`src/rtl/fir_mac_sequencer.sv`:
```
// Sequencer for a 7-tap symmetric FIR sharing one multiply-accumulate unit.
// Accepts samples, runs one tap per cycle and holds each result for a valid/ready consumer.
module fir_mac_sequencer #(
  parameter int DW = 8,
  parameter int AW = 16
) (
  input  logic          clk,
  input  logic          rst,
  input  logic          in_valid,
  output logic          in_ready,
  input  logic [DW-1:0] inp,
  input  logic          cfg_we,
  input  logic [1:0]    cfg_addr,
  input  logic [DW-1:0] cfg_data,
  output logic          cfg_drop,
  output logic          out_valid,
  input  logic          out_ready,
  output logic [DW-1:0] outp,
  output logic [AW-1:0] out_full,
  output logic          busy,
  output logic [1:0]    fsm_state
);

  // Handshakes: a transfer happens on a rising edge where valid and ready are
  // both high; ready never depends on valid of the same channel.
  typedef enum logic [1:0] {
    IDLE = 2'd0,
    MAC  = 2'd1,
    OUT  = 2'd2
  } state_t;

  localparam logic [AW-1:0] SAT = AW'({DW{1'b1}});

  state_t          state, state_next;
  logic [DW-1:0]   q [0:6];
  logic [DW-1:0]   c1, c2, c3;
  logic [AW-1:0]   acc;
  logic [2:0]      tap;
  logic            take;
  logic [DW-1:0]   tap_sample, tap_coef;
  logic [2*DW-1:0] prod;

  always_comb begin
    state_next = state;
    case (state)
      IDLE:    if (in_valid) state_next = MAC;
      MAC:     if (tap == 3'd6) state_next = OUT;
      OUT:     if (out_ready) state_next = in_valid ? MAC : IDLE;
      default: state_next = IDLE;
    endcase
  end

  // Outer taps are fixed at 1; inner pairs share one register each.
  always_comb begin
    tap_sample = '0;
    tap_coef   = '0;
    case (tap)
      3'd0: begin tap_sample = q[0]; tap_coef = DW'(1); end
      3'd1: begin tap_sample = q[1]; tap_coef = c1;     end
      3'd2: begin tap_sample = q[2]; tap_coef = c2;     end
      3'd3: begin tap_sample = q[3]; tap_coef = c3;     end
      3'd4: begin tap_sample = q[4]; tap_coef = c2;     end
      3'd5: begin tap_sample = q[5]; tap_coef = c1;     end
      3'd6: begin tap_sample = q[6]; tap_coef = DW'(1); end
      default: begin tap_sample = '0; tap_coef = '0;    end
    endcase
  end

  assign prod      = tap_sample * tap_coef;
  assign in_ready  = (state == IDLE) || ((state == OUT) && out_ready);
  assign take      = in_valid && in_ready;
  assign out_valid = (state == OUT);
  assign busy      = (state == MAC);
  assign out_full  = acc;
  assign outp      = (acc > SAT) ? {DW{1'b1}} : acc[DW-1:0];
  assign fsm_state = state;

  always_ff @(posedge clk) begin
    if (rst) begin
      state    <= IDLE;
      acc      <= '0;
      tap      <= '0;
      c1       <= DW'(2);
      c2       <= DW'(3);
      c3       <= DW'(4);
      cfg_drop <= 1'b0;
      for (int k = 0; k < 7; k++) q[k] <= '0;
    end else begin
      state    <= state_next;
      cfg_drop <= cfg_we && (cfg_addr != 2'd0) && (state != IDLE);
      if (cfg_we && (state == IDLE)) begin
        case (cfg_addr)
          2'd1:    c1 <= cfg_data;
          2'd2:    c2 <= cfg_data;
          2'd3:    c3 <= cfg_data;
          default: ;
        endcase
      end
      if (take) begin
        q[0] <= inp;
        for (int k = 1; k < 7; k++) q[k] <= q[k-1];
        acc <= '0;
        tap <= '0;
      end else if (state == MAC) begin
        acc <= acc + AW'(prod);
        tap <= tap + 3'd1;
      end
    end
  end

endmodule

```
`config.mk`:
```
export PLATFORM = sky130hd
export DESIGN_NAME = fir_mac_sequencer
export DESIGN_NICKNAME = d
export VERILOG_FILES = /design/src/rtl/fir_mac_sequencer.sv
export SDC_FILE = /design/constraint.sdc
export NUM_CORES = 1
export LEC_CHECK = 0
export CAP_MARGIN = 20
export CORE_UTILIZATION = 40
export CTS_CLUSTER_SIZE = 8
export DETAILED_ROUTE_END_ITERATION = 12
export SYNTH_ARGS = -nofsm -noshare
export SYNTH_HDL_FRONTEND = slang
export SYNTH_SLANG_ARGS = --single-unit
```
`constraint.sdc`:
```
create_clock -name clk -period 6.2 [get_ports clk]
set_input_delay 1.24 -clock clk [delete_from_list [all_inputs] [get_ports clk]]
set_output_delay 1.24 -clock clk [all_outputs]
set_load 0.02 [all_outputs]
```
==> summary.txt <==
Synthesis
  – Syn Inst Count: 683
  – Mean cell area of the mapped netlist: 9.99 sq um
  – Flip-flop cell with the highest count after synthesis: edfxtp_1
  – Synth warn: 0
  – Async S/R FF share, synth: 0%
  – Cell taking the most area after synthesis: edfxtp_1
  – Post-Synthesis Net Count: 796
  – Leading post-synthesis cells by cell area: edfxtp_1, fa_1, dfxtp_1
  – Post-synth design cell area: 6820 sq um
  – Number of flip-flops and latches in the synthesized netlist: 102
  – Number of unique standard cell types used by synthesis: 48
  – Part of the Yosys area used for sequential elements: 38.2%
  – Area share of the largest cell type after synthesis: 24.7%
  – Count of flip-flops with a built-in enable after synthesis: 56

Power and ir drop
  – Portion of total power attributed to the clock network: 33.3%
  – Worst IR drop on VDD: 0.137 mV
  – Proportion of power drawn by combinational gates: 19.3%
  – Leak Pwr: 3.53 nW
  – Net switching component of the power: 0.481 mW
  – Internal power: 1.16 mW
  – Net Sw Frac: 29.3%
  – Power Density: 205 nW/um^2
  – Share of power burned in registers: 47.4%

Timing
  – Setup_tns: 0 ns
  – Period minus WS final: 5.86 ns
  – Share of the clock period used by the worst path after layout: 94.4%
  – Worst hold slack after final layout: 0.471 ns
  – Setup violations, final: 0
  – Final Hold Viols: 0
  – Worst Skew: 0.00800 ns
  – Unrepaired setup endpoints after global routing: false
  – Maximum clock frequency: 171 MHz
  – Transition time at the pin with the least slew margin: 0.946 ns
  – Max-slew violation count: 0
  – Max_slew headroom: 36.9%

Worst setup path
  – Startpoint-to-endpoint class of the critical path: reg2reg
  – Cell with the largest stage delay on the worst path: fa_1
  – Count of buffer and inverter cells on the critical path: 7
  – CP arrival: 6.06 ns
  – Startpoint types: register
  – Worst path required time: 6.41 ns
  – Cell family with the largest share of critical-path delay: adder cells
  – Largest fanout of any net on the critical path: 6
  – Ordered cell list for the critical path: ha_1 -> ha_2 -> buf_4 -> buf_4 -> a222oi_1 -> buf_4 -> or2_1 -> fa_1 -> fa_1 -> inv_1 -> fa_1 -> inv_1 -> fa_1 -> inv_1 -> ha_1 -> a21o_1 -> a221oi_2 -> buf_4 -> o21ai_0 -> xor2_1 -> nand2_1 -> a21oi_1
  – Max incr delay on CP: 0.55 ns
  – Setup crit end kind: register

Placement
  – Number of placed cells counting well taps: 956
  – Buffers added on ports: 52
  – Routability-driven placement congestion ratio: 0.809
  – HPWL after detailed placement: 11600 microns

Global routing
  – Initial antenna violation count: 0
  – Largest net degree at the start of global routing: 49
  – First-pass GRT wire length: 26200 microns
  – Vias in the first global route: 5196
  – Leftover overflow at the end of global routing: 0
  – GRT Overall Usage: 18.9%

Die
  – Core Region: 16600 sq um
  – Die extent in x: 133 microns
  – Ports placed on the boundary: 53
  – Number of placement rows: 47
  – Initial core utilization: 41.0%
  – Total Die Area: 17600 sq um
  – Die H: 133 microns

CTS
  – Clock latency on the worst-skew pair: 0.36 ns
  – Maximum clock path buffer count: 2
  – Number of CTS-inserted buffers: 9
  – Clock transition at the registers of the reported paths: 0.07 ns
  – # H-tree levels: 3
  – CTS sink count: 102
  – CTS tree: done
  – Post-CTS Hold Fix Bufs: 0
  – CTS root buffer: clkbuf_16

Final layout
  – Layout cell share with drive strength beyond 1: 9.66%
  – Most common cell after layout, fill and taps aside: inv_1
  – Most frequent cells in the layout: inv_1, nor2_1, edfxtp_1, nand2_1, clkdlybuf4s50_1
  – Area growth, synth to finish: 17.6%
  – Final Util: 48.2%
  – FILL cells: 1584
  – Final std cells w/o fill: 976
  – Antenna cells: 0
  – Final #Nets: 864

Detailed routing
  – Detailed-route DRC error count: 0
  – Final routed wirelength across all metal layers: 15600 microns
  – Residual antenna-violating net count after detailed routing: 0
  – Avg Vias per Cell: 5.20
  – Count of vias placed by the detailed router: 5075
  – Post-DR wirelength/cell: 16.0 microns
  – Number of detailed-route iterations in the first pass: 7
  – Violation count after the first detailed-routing iteration: 346

Worst hold path
  – Path type of the worst min-delay path: reg2reg

Run status
  – Outcome: finished, final reports clean

Flow run
  – Count of max-cap constraint violations: 0
-- metal layers --
| metal | global-route usage (%) | wire length (microns) | vias up |
|---|---|---|---|
| li1 | - | - | 2412 |
| met1 | 24.5 | 7150 | 2507 |
| met2 | 31.6 | 7450 | 129 |
| met3 | 3.52 | 644 | 27 |
| met4 | 6.90 | 376 | 0 |
| met5 | 0 | 0 | - |
-- registers in the layout, indices dropped and copies added (netlist names) --
register,cells
c1,8
tap,3
fsm_state,2
q,56
c2,8
c3,8
out_full,16
cfg_drop,1
-- final timing paths --
| kind | start | slack (ns) | endpoint | cells after the start |
|---|---|---|---|---|
| setup reg to reg | tap[0] | 0.34 | out_full[11] | 22 |
| hold / removal | out_full[6] | 0.47 | out_full[6] | 2 |
| hold reg to reg | out_full[6] | 0.47 | out_full[6] | 2 |
| setup / recovery | tap[0] | 0.34 | out_full[11] | 22 |
-- final cells by class --
class	count	area (sq um)	area share, %
Timing Repair Buffer	80	731	9.11
Multi-Input combinational cell	460	3770	47.0
Tap cell	220	275	3.43
Clock inverter	5	41.3	0.515
Clock buffer	11	233	2.90
Sequential cell	102	2600	32.4
Inverter	98	368	4.58
-- metrics by stage --
step,area [sq um],worst slack [ns],power [mW]
after detailed placement,7690,0.0673,1.11
after global routing,8020,0.0122,1.72
after global placement,7690,0.209,1.10
after floorplan,6820,0.404,0.992
after CTS,7970,0.0664,1.65
final,8020,0.345,1.64
-- cell usage after synthesis, types with 4 or more instances --
library cell and instances:
mux2i_1 31, buf_2 4, edfxtp_1 56, xnor2_1 6, clkbuf_1 15, a222oi_1 18, and3_1 6, nand2b_1 5
xor2_1 5, nand3_1 9, nor2b_1 10, a21oi_1 35, or2_2 14, nand2_1 54, a22oi_1 4, a21o_1 4
ha_1 40, o21ai_0 5, dfxtp_1 46, fa_1 50, nor2_1 74, nor4_1 4, inv_1 98, and2_1 51
-- tightest hold or removal path: stages, from the launching register on --
cell and delay, ns:
dfxtp_1 0.32, nand2_1 0.06, a21oi_1 0.05
-- cells by family after synthesis --
family	Yosys count	synth area share, %
AO/OA/AOI/OAI	84	8.69
flip-flops	102	38.2
adder cells (fa/ha/maj)	90	22.0
multiplexers	34	5.10
buffers and inverters	121	6.95
AND/OR/NAND/NOR	241	17.7
XOR/XNOR	11	1.41
-- timing repair --
action,CTS,global route
gates resized for setup,0,7
hold endpoints to repair,0,0
setup endpoints to repair,0,6
buffers inserted,0,4
-- power by group through the flow --
stage / Combinational (mW) / Sequential [mW] / Clock (mW)
2_1_floorplan: 0.203 / 0.790 / 0
3_3_place_gp: 0.308 / 0.791 / 0
3_5_place_dp: 0.315 / 0.793 / 0
4_1_cts: 0.317 / 0.778 / 0.559
5_1_grt: 0.355 / 0.783 / 0.585
6_report: 0.317 / 0.778 / 0.548
Note: power is estimated with default switching activity, not from simulation.
